$ cat config.mk
export PLATFORM = sky130hd
export DESIGN_NAME = cla_add_arbiter_flat
export DESIGN_NICKNAME = d
export VERILOG_FILES = /design/src/rtl/cla_add_arbiter_if.sv /design/src/rtl/cla_add_arbiter.sv /design/src/flat_wrapper.sv
export SDC_FILE = /design/constraint.sdc
export NUM_CORES = 1
export LEC_CHECK = 0
export CORE_AREA = 2 2 159 161
export DETAILED_ROUTE_END_ITERATION = 16
export DIE_AREA = 0 0 161 163
export PLACE_DENSITY_LB_ADDON = 0.12
export SLEW_MARGIN = 20
export SYNTH_ARGS = -nofsm -noshare
export SYNTH_HDL_FRONTEND = slang
export SYNTH_SLANG_ARGS = --single-unit
$ cat constraint.sdc
create_clock -name clk_i -period 4.99 [get_ports clk_i]
set_input_delay 0.7485 -clock clk_i [delete_from_list [all_inputs] [get_ports clk_i]]
set_output_delay 0.7485 -clock clk_i [all_outputs]
set_load 0.03 [all_outputs]
$ cat src/rtl/cla_add_arbiter_if.sv
// Request/response and adder-side signals of cla_add_arbiter, bundled as one interface.
// slave = the arbiter itself; master = the clients plus the adder beside it.
interface cla_add_arbiter_if #(
  parameter int unsigned NREQ  = 4,
  parameter int unsigned WIDTH = 32
);
  logic [NREQ-1:0]       req_valid_i;
  logic [NREQ-1:0]       req_ready_o;
  logic [NREQ*WIDTH-1:0] req_a_i;
  logic [NREQ*WIDTH-1:0] req_b_i;
  logic [NREQ-1:0]       req_carry_i;
  logic [NREQ-1:0]       rsp_valid_o;
  logic [NREQ-1:0]       rsp_ready_i;
  logic [WIDTH-1:0]      rsp_sum_o;
  logic                  rsp_carry_o;
  logic [WIDTH-1:0]      add_a_o;
  logic [WIDTH-1:0]      add_b_o;
  logic                  add_carry_o;
  logic [WIDTH-1:0]      add_sum_i;
  logic                  add_carry_i;
  logic                  busy_o;

  modport slave (
    input  req_valid_i, req_a_i, req_b_i, req_carry_i, rsp_ready_i, add_sum_i, add_carry_i,
    output req_ready_o, rsp_valid_o, rsp_sum_o, rsp_carry_o, add_a_o, add_b_o, add_carry_o,
           busy_o
  );

  modport master (
    output req_valid_i, req_a_i, req_b_i, req_carry_i, rsp_ready_i, add_sum_i, add_carry_i,
    input  req_ready_o, rsp_valid_o, rsp_sum_o, rsp_carry_o, add_a_o, add_b_o, add_carry_o,
           busy_o
  );
endinterface

$ cat src/rtl/cla_add_arbiter.sv
// Round-robin arbiter sharing one fixed-latency registered adder among NREQ requesters.
// Define CLA_ARB_FIXED_PRIO_EN for fixed priority (lowest index wins) instead of round-robin.
module cla_add_arbiter #(
  parameter int unsigned NREQ    = 4,
  parameter int unsigned WIDTH   = 32,
  parameter int unsigned ADD_LAT = 2
) (
  input logic              clk_i,
  input logic              areset_i,
  cla_add_arbiter_if.slave bus
);

  localparam int unsigned PtrW = $clog2(NREQ);
  localparam int unsigned CntW = (ADD_LAT > 1) ? $clog2(ADD_LAT) : 1;

  localparam logic [1:0] StIdle = 2'd0;
  localparam logic [1:0] StWait = 2'd1;
  localparam logic [1:0] StResp = 2'd2;

  logic [1:0]      state_q, state_d;
  logic [PtrW-1:0] rr_ptr_q, rr_ptr_d;
  logic [PtrW-1:0] owner_q, owner_d;
  logic [CntW-1:0] lat_cnt_q, lat_cnt_d;
  logic [WIDTH-1:0] add_a_q, add_a_d, add_b_q, add_b_d;
  logic            add_c_q, add_c_d;
  logic [WIDTH-1:0] sum_q, sum_d;
  logic            carry_q, carry_d;

  logic [PtrW-1:0] search_base;
  logic [PtrW-1:0] grant;
  logic            grant_vld;

  function automatic logic [PtrW-1:0] wrap_add(input logic [PtrW-1:0] base,
                                               input int unsigned off);
    int unsigned s;
    s = 32'(base) + off;
    if (s >= NREQ) s = s - NREQ;
    return PtrW'(s);
  endfunction

  function automatic logic [NREQ-1:0] onehot(input logic [PtrW-1:0] idx);
    return NREQ'(1) << idx;
  endfunction

`ifdef CLA_ARB_FIXED_PRIO_EN
  assign search_base = '0;
`else
  assign search_base = rr_ptr_q;
`endif

  // First asserted request at or above search_base, wrapping modulo NREQ.
  always_comb begin
    grant     = '0;
    grant_vld = 1'b0;
    for (int unsigned i = 0; i < NREQ; i++) begin
      if (!grant_vld && bus.req_valid_i[wrap_add(search_base, i)]) begin
        grant     = wrap_add(search_base, i);
        grant_vld = 1'b1;
      end
    end
  end

  always_comb begin
    state_d   = state_q;
    rr_ptr_d  = rr_ptr_q;
    owner_d   = owner_q;
    lat_cnt_d = lat_cnt_q;
    add_a_d   = add_a_q;
    add_b_d   = add_b_q;
    add_c_d   = add_c_q;
    sum_d     = sum_q;
    carry_d   = carry_q;
    case (state_q)
      StIdle: begin
        if (grant_vld) begin
          add_a_d   = bus.req_a_i[grant*WIDTH +: WIDTH];
          add_b_d   = bus.req_b_i[grant*WIDTH +: WIDTH];
          add_c_d   = bus.req_carry_i[grant];
          owner_d   = grant;
          lat_cnt_d = CntW'(ADD_LAT - 1);
          state_d   = StWait;
        end
      end
      StWait: begin
        if (lat_cnt_q == '0) begin
          sum_d   = bus.add_sum_i;
          carry_d = bus.add_carry_i;
          state_d = StResp;
        end else begin
          lat_cnt_d = lat_cnt_q - 1'b1;
        end
      end
      StResp: begin
        if (bus.rsp_ready_i[owner_q]) begin
`ifndef CLA_ARB_FIXED_PRIO_EN
          rr_ptr_d = wrap_add(owner_q, 1);
`endif
          state_d  = StIdle;
        end
      end
      default: state_d = StIdle;
    endcase
  end

  always_ff @(posedge clk_i or posedge areset_i) begin
    if (areset_i) begin
      state_q   <= StIdle;
      rr_ptr_q  <= '0;
      owner_q   <= '0;
      lat_cnt_q <= '0;
      add_a_q   <= '0;
      add_b_q   <= '0;
      add_c_q   <= 1'b0;
      sum_q     <= '0;
      carry_q   <= 1'b0;
    end else begin
      state_q   <= state_d;
      rr_ptr_q  <= rr_ptr_d;
      owner_q   <= owner_d;
      lat_cnt_q <= lat_cnt_d;
      add_a_q   <= add_a_d;
      add_b_q   <= add_b_d;
      add_c_q   <= add_c_d;
      sum_q     <= sum_d;
      carry_q   <= carry_d;
    end
  end

  // req_ready is combinational from req_valid, so gate it while reset is held.
  always_comb begin
    bus.req_ready_o = '0;
    if (state_q == StIdle && grant_vld && !areset_i) bus.req_ready_o = onehot(grant);
  end

  assign bus.rsp_valid_o = (state_q == StResp) ? onehot(owner_q) : '0;
  assign bus.rsp_sum_o   = sum_q;
  assign bus.rsp_carry_o = carry_q;
  assign bus.add_a_o     = add_a_q;
  assign bus.add_b_o     = add_b_q;
  assign bus.add_carry_o = add_c_q;
  assign bus.busy_o      = (state_q != StIdle);

endmodule
$ cat src/flat_wrapper.sv
// flat-port wrapper written by rule: the top's interface ports become plain ports
module cla_add_arbiter_flat 
#(
  parameter int unsigned NREQ    = 4,
  parameter int unsigned WIDTH   = 32,
  parameter int unsigned ADD_LAT = 2
)
  (clk_i, areset_i, bus_req_valid_i, bus_req_a_i, bus_req_b_i, bus_req_carry_i, bus_rsp_ready_i, bus_add_sum_i, bus_add_carry_i, bus_req_ready_o, bus_rsp_valid_o, bus_rsp_sum_o, bus_rsp_carry_o, bus_add_a_o, bus_add_b_o, bus_add_carry_o, bus_busy_o);
  cla_add_arbiter_if #(.NREQ(NREQ), .WIDTH(WIDTH)) bus_i ();
  input logic clk_i;
  input logic areset_i;
  input wire logic [$bits(bus_i.req_valid_i)-1:0] bus_req_valid_i;
  input wire logic [$bits(bus_i.req_a_i)-1:0] bus_req_a_i;
  input wire logic [$bits(bus_i.req_b_i)-1:0] bus_req_b_i;
  input wire logic [$bits(bus_i.req_carry_i)-1:0] bus_req_carry_i;
  input wire logic [$bits(bus_i.rsp_ready_i)-1:0] bus_rsp_ready_i;
  input wire logic [$bits(bus_i.add_sum_i)-1:0] bus_add_sum_i;
  input wire logic [$bits(bus_i.add_carry_i)-1:0] bus_add_carry_i;
  output wire logic [$bits(bus_i.req_ready_o)-1:0] bus_req_ready_o;
  output wire logic [$bits(bus_i.rsp_valid_o)-1:0] bus_rsp_valid_o;
  output wire logic [$bits(bus_i.rsp_sum_o)-1:0] bus_rsp_sum_o;
  output wire logic [$bits(bus_i.rsp_carry_o)-1:0] bus_rsp_carry_o;
  output wire logic [$bits(bus_i.add_a_o)-1:0] bus_add_a_o;
  output wire logic [$bits(bus_i.add_b_o)-1:0] bus_add_b_o;
  output wire logic [$bits(bus_i.add_carry_o)-1:0] bus_add_carry_o;
  output wire logic [$bits(bus_i.busy_o)-1:0] bus_busy_o;
  assign bus_i.req_valid_i = bus_req_valid_i;
  assign bus_i.req_a_i = bus_req_a_i;
  assign bus_i.req_b_i = bus_req_b_i;
  assign bus_i.req_carry_i = bus_req_carry_i;
  assign bus_i.rsp_ready_i = bus_rsp_ready_i;
  assign bus_i.add_sum_i = bus_add_sum_i;
  assign bus_i.add_carry_i = bus_add_carry_i;
  assign bus_req_ready_o = bus_i.req_ready_o;
  assign bus_rsp_valid_o = bus_i.rsp_valid_o;
  assign bus_rsp_sum_o = bus_i.rsp_sum_o;
  assign bus_rsp_carry_o = bus_i.rsp_carry_o;
  assign bus_add_a_o = bus_i.add_a_o;
  assign bus_add_b_o = bus_i.add_b_o;
  assign bus_add_carry_o = bus_i.add_carry_o;
  assign bus_busy_o = bus_i.busy_o;
  cla_add_arbiter #(.NREQ(NREQ), .WIDTH(WIDTH), .ADD_LAT(ADD_LAT)) u_core (.clk_i(clk_i), .areset_i(areset_i), .bus(bus_i));
endmodule
==> impl_metrics.csv, run 1 <==
group,metric,value,unit
outcome,outcome,"completed",
sta,maxSlewHeadroom,25.5,%
placed_design,numPortBuffers,409,
cells_and_area,instances_no_fill,1300,
synth,synth_cell_type_count,36,
routing,vias_per_cell,4.87,
hold_path,hold_depth,1,
pwr,power.leakage,4.17,nW
setup_path,crit_type,"in2out",
clock_network,cts.repair.resized,0,
setup_path,reg2reg_slack,2.59,ns
setup_path,reg2reg_depth,6,
setup_path,cp.arrival,3.08,ns
sta,report.final.hold_viol_count,0,
sta,min_period,3.83,ns
grt,grt_pass1_vias,6351,
clock_network,numCtsBuffers,9,
synth,yosys.area_share.simple,7.31,%
job,cap_viol_max_count,0,
sta,fin_setup_tns,0,ns
placed_design,gp_congestion,0.762,
clock_network,cts_tree,"done",
routing,drc,0,
synth,netlist_area,0.00628,sq mm
floorplan,die_w,161,um
clock_network,cts_buffer_depth,2,
clock_network,holdBufCountCts,0,
grt,grt_usage,19.8,%
sta,setup_violations,0,
cells_and_area,fin_util,44.1,%
sta,tightest_slew,1.12,ns
setup_path,crit_fanout,10,
grt,grt_max_degree,68,
clock_network,htree_levels,3,
setup_path,rr_endpoint,"u_core.bus.add_b_o[2]",
synth,synth_seq_area_share,41.8,%
synth,synth_compound_area_share,27.3,%
synth,yosysWarnings,0,
cells_and_area,diodes,0,
synth,synth_xor_area_share,0,%
synth,ys_seq_elements,105,
floorplan,core_area,0.0247,sq mm
synth,avgSynthCellArea,10.6,sq um
clock_network,clock-root-buffer,"clkbuf_16",
setup_path,critPathCaptureType,"output pin",
sta,skew,0.0141,ns
floorplan,dieArea,0.0262,sq mm
sta,min_period_over_period,76.7,%
setup_path,cp.required,4.24,ns
floorplan,rows,58,
synth,synth-adder-area-share,0.797,%
routing,vias,6336,
clock_network,cts_setup_buffers,0,
pwr,powerDensity,594,mW/mm^2
hold_path,whs_endpoint,"u_core.state_q[0]",
clock_network,insertion_delay,0.36,ns
routing,routedWlPerCell,20.7,um
grt,grt.overflow.total,0,
pwr,peakVddDrop,0.355,mV
placed_design,placed_cells,1284,
cells_and_area,fillCellCount,2416,
placed_design,dp_hpwl,19500,um
placed_design,place_area,0.0106,sq mm
floorplan,start_util,25.4,%
grt,grt_pass1_wl,39600,um
synth,syn_nets,900,
setup_path,cp-start-kind,"input pin",
routing,ant_nets,0,
cells_and_area,nets,1272,
sta,rsz0062_at_grt,"false",
floorplan,io-pin-count,410,
clock_network,path_clk_slew,0.08,ns
cells_and_area,drive_gt1_share,12.3,%
hold_path,min_path_type,"reg2reg",
synth,synth_top_family_by_area,"compound AO/OA/AOI/OAI gates",
cells_and_area,final_common_cell,"clkdlybuf4s50_1",
sta,holdWs,0.492,ns
clock_network,cts_sinks,105,
hold_path,min_from,"u_core.state_q[1]",
grt,antenna_found_initial,0,
cells_and_area,final_area,0.0109,sq mm
routing,drtPass1Iterations,5,
sta,timing.final.max_slew_violations,0,
setup_path,worstReg2RegStart,"u_core.rr_ptr_q[1]",
synth,syn-instance-count,593,
sta,fmaxAchievable,261,MHz
cells_and_area,layout_common_cells,"clkdlybuf4s50_1, dfrtp_1, nor2_1",
synth,synthMuxAreaShare,16.8,%
routing,wirelength,27000,um
routing,drtIter0Drc,297,
floorplan,die_h,163,um
cells_and_area,area_delta_synth_final,73.2,%
## power breakdown
part           internal, mW  switching (mW)
registers              1.29           0.299
logic                  1.78            2.35
clock network         0.355           0.375
## cell usage after synthesis
cell type / instances / area share (%)
nor3_2: 1 / 0.16
o21ai_0: 68 / 5.4
nand2_1: 7 / 0.42
nor3b_1: 1 / 0.12
nor3_1: 2 / 0.16
mux2i_1: 65 / 10
o32a_1: 1 / 0.16
nor2_2: 1 / 0.10
mux4_2: 1 / 0.36
a221oi_2: 44 / 11
o21a_1: 1 / 0.12
nor2b_1: 2 / 0.20
a21oi_1: 8 / 0.64
nor4_2: 1 / 0.20
a311o_1: 1 / 0.16
nor4_4: 1 / 0.34
buf_2: 33 / 2.6
ha_1: 4 / 0.80
o22ai_1: 65 / 6.5
inv_1: 7 / 0.42
and3_1: 2 / 0.20
buf_4: 6 / 0.72
buf_6: 8 / 1.4
or2_1: 1 / 0.10
and2_1: 4 / 0.40
a221oi_1: 21 / 2.9
o221a_2: 1 / 0.18
clkbuf_1: 12 / 0.72
o21ai_1: 4 / 0.32
a21o_1: 1 / 0.12
or2_0: 1 / 0.10
nand2b_1: 4 / 0.40
nor2_1: 74 / 4.4
mux2_2: 34 / 6.1
o32ai_2: 1 / 0.26
dfrtp_1: 105 / 42
## cells by family (layout without fill, tap and decap cells)
| kind of cell | count (synthesis) | in the layout |
|---|---|---|
| simple gates | 102 | 102 |
| fa+ha+maj | 4 | 4 |
| buf+inv | 66 | 443 |
| compound gates | 216 | 216 |
| flops | 105 | 105 |
| mux | 100 | 100 |
## area by class of cell
cell class | instances | area (sq um) | area share, %
Timing Repair Buffer | 420 | 4180 | 38.4
Multi-Input combinational cell | 422 | 3330 | 30.6
Sequential cell | 105 | 2630 | 24.2
Tap cell | 330 | 413 | 3.80
Clock buffer | 9 | 225 | 2.07
Clock inverter | 7 | 72.6 | 0.668
Inverter | 7 | 28.8 | 0.265
## registers in the layout, summed over array words and instances, names as in the netlist
name,flops
u_core.bus.rsp_sum_o,32
u_core.rr_ptr_q,2
u_core.state_q,2
u_core.owner_q,2
u_core.bus.rsp_carry_o,1
u_core.bus.add_carry_o,1
u_core.bus.add_b_o,32
u_core.bus.add_a_o,32
u_core.lat_cnt_q,1
## worst max-delay path by stage
stage	slack, ns	endpoint	cells after the start	start
2_1_floorplan	0.69	bus_req_ready_o[0]	2	areset_i
3_3_place_gp	1.18	bus_req_ready_o[2]	6	bus_req_valid_i[2]
3_5_place_dp	1.16	bus_req_ready_o[2]	6	bus_req_valid_i[2]
4_1_cts	1.15	bus_req_ready_o[2]	6	bus_req_valid_i[2]
5_1_grt	1.01	bus_req_ready_o[2]	6	bus_req_valid_i[2]
6_report	1.16	bus_req_ready_o[2]	6	bus_req_valid_i[2]
## per-stage QoR
stage               total power, mW  worst slack [ns]
floorplan                      4.20             0.689
global placement               5.75              1.18
detailed placement             5.80              1.16
CTS                            6.56              1.15
global route                   6.89              1.01
finish                         6.46              1.16
## metal layers
| metal | vias up | share of wire, % | track usage, % |
|---|---|---|---|
| li1 | 3018 | - | - |
| met1 | 3012 | 41 | 24.0 |
| met2 | 286 | 49 | 34.2 |
| met3 | 20 | 8.6 | 6.06 |
| met4 | 0 | 1.4 | 4.95 |
| met5 | - | 0 | 0 |
## worst max-delay path: stages
cell,delay (ns)
clkdlybuf4s50_1,0.70
nor2b_1,0.35
o21ai_0,0.22
o21ai_4,0.10
nor3b_1,0.20
clkdlybuf4s50_1,0.75
Power figures use the tool's default switching activity.
==> run 2: changes to the inputs <==
- clock period: 4.99 -> 3.15 ns (I/O delays scaled with it)
==> impl_metrics.csv, run 2 (same netlist as run 1, synthesis figures left out) <==
group,metric,value,unit
clock_network,cts_sinks,105,
outcome,outcome,"completed",
routing,vias,6390,
cells_and_area,final_common_cell,"clkdlybuf4s50_1",
cells_and_area,fillCellCount,2415,
grt,antenna_found_initial,0,
placed_design,numPortBuffers,409,
clock_network,holdBufCountCts,0,
routing,routedWlPerCell,20.7,um
sta,min_period,2.71,ns
sta,maxSlewHeadroom,44.4,%
clock_network,path_clk_slew,0.08,ns
cells_and_area,final_area,0.0110,sq mm
grt,grt_max_degree,79,
sta,skew,0.0138,ns
cells_and_area,diodes,0,
sta,tightest_slew,0.834,ns
clock_network,cts_setup_buffers,0,
routing,vias_per_cell,4.88,
placed_design,gp_congestion,0.773,
sta,fin_setup_tns,0,ns
clock_network,numCtsBuffers,9,
cells_and_area,multi_input_area,0.00332,sq mm
sta,holdWs,0.477,ns
setup_path,cp.arrival,2.24,ns
clock_network,insertion_delay,0.36,ns
sta,timing.final.max_slew_violations,0,
pwr,peakVddDrop,0.483,mV
cells_and_area,area_delta_synth_final,74.7,%
grt,grt_pass1_vias,6528,
sta,rsz0062_at_grt,"false",
grt,grt.overflow.total,0,
cells_and_area,fin_util,44.5,%
sta,setup_violations,0,
cells_and_area,drive_gt1_share,13.6,%
routing,drtPass1Iterations,5,
pwr,total_power,10.3,mW
sta,min_period_over_period,86.1,%
hold_path,min_path_type,"reg2reg",
clock_network,cts_buffer_depth,2,
setup_path,cp-start-kind,"input pin",
cells_and_area,seqCellArea,0.00263,sq mm
sta,report.final.hold_viol_count,0,
sta,fmaxAchievable,369,MHz
floorplan,dieArea,0.0262,sq mm
setup_path,critPathCaptureType,"output pin",
cells_and_area,layout_common_cells,"clkdlybuf4s50_1, dfrtp_1, nor2_1",
grt,grt_pass1_wl,40200,um
pwr,power.leakage,4.23,nW
clock_network,clock-root-buffer,"clkbuf_16",
floorplan,start_util,25.4,%
setup_path,crit_fanout,10,
cells_and_area,nets,1282,
cells_and_area,instances_no_fill,1310,
floorplan,rows,58,
floorplan,core_area,0.0247,sq mm
sta,timing.final.ws_setup,0.437,ns
setup_path,crit_type,"in2out",
grt,grt_usage,20.2,%
floorplan,die_w,161,um
routing,drtIter0Drc,402,
routing,ant_nets,0,
pwr,powerDensity,940,mW/mm^2
placed_design,place_area,0.0107,sq mm
floorplan,io-pin-count,410,
clock_network,htree_levels,3,
floorplan,die_h,163,um
placed_design,dp_slack,0.393,ns
clock_network,cts_tree,"done",
clock_network,cts.repair.resized,0,
setup_path,cp.required,2.68,ns
routing,wirelength,27100,um
routing,drc,0,
placed_design,dp_hpwl,20300,um
job,cap_viol_max_count,0,
placed_design,placed_cells,1294,
-- run 2: changes by cell type in the layout (fill, tap and decap cells not counted), sizes merged --
cell,delta
buf,+14
clkdlybuf4s50,-4
clkinvlp,+1
inv,-1
-- run 2: cell type report --
type | count | area share, %
multi-input combinational | 422 | 30.3
tap | 330 | 3.76
inverter | 7 | 0.274
clock inverter | 7 | 0.661
timing repair buffer | 430 | 39.0
clock buffer | 9 | 2.05
sequential | 105 | 24.0
-- run 2: final timing paths --
check,from,to,slack (ns),cells after the start
worst max-delay path,bus_req_valid_i[2],bus_req_ready_o[2],0.44,6
worst min-delay path,u_core.state_q[1],u_core.state_q[0],0.48,1
worst max register to register,u_core.rr_ptr_q[1],u_core.bus.add_a_o[19],0.96,6
worst min register to register,u_core.state_q[1],u_core.state_q[0],0.48,1
max in group asynchronous,areset_i,u_core.bus.add_b_o[10],1.69,3
min in group asynchronous,areset_i,u_core.state_q[0],0.83,3
-- run 2: power breakdown --
| part | switching (mW) | total (mW) | internal, mW |
|---|---|---|---|
| Sequential | 0.485 | 2.53 | 2.04 |
| Combinational | 3.72 | 6.62 | 2.90 |
| Clock | 0.603 | 1.17 | 0.562 |
-- run 2: routing by layer --
layer  track usage [%]  share of wire [%]  vias to the layer above
met4              6.41                2.1                        0
met1              24.6                 41                     3020
met2              34.0                 48                      299
met3              6.39                9.1                       31
li1                  -                  -                     3040
met5                 0                  0                        -
-- run 2: worst max-delay path: stages --
cell             delay [ns]
clkdlybuf4s50_1        0.70
nor2b_1                0.33
o21ai_0                0.22
o21ai_4                0.11
nor3b_1                0.19
buf_4                  0.21
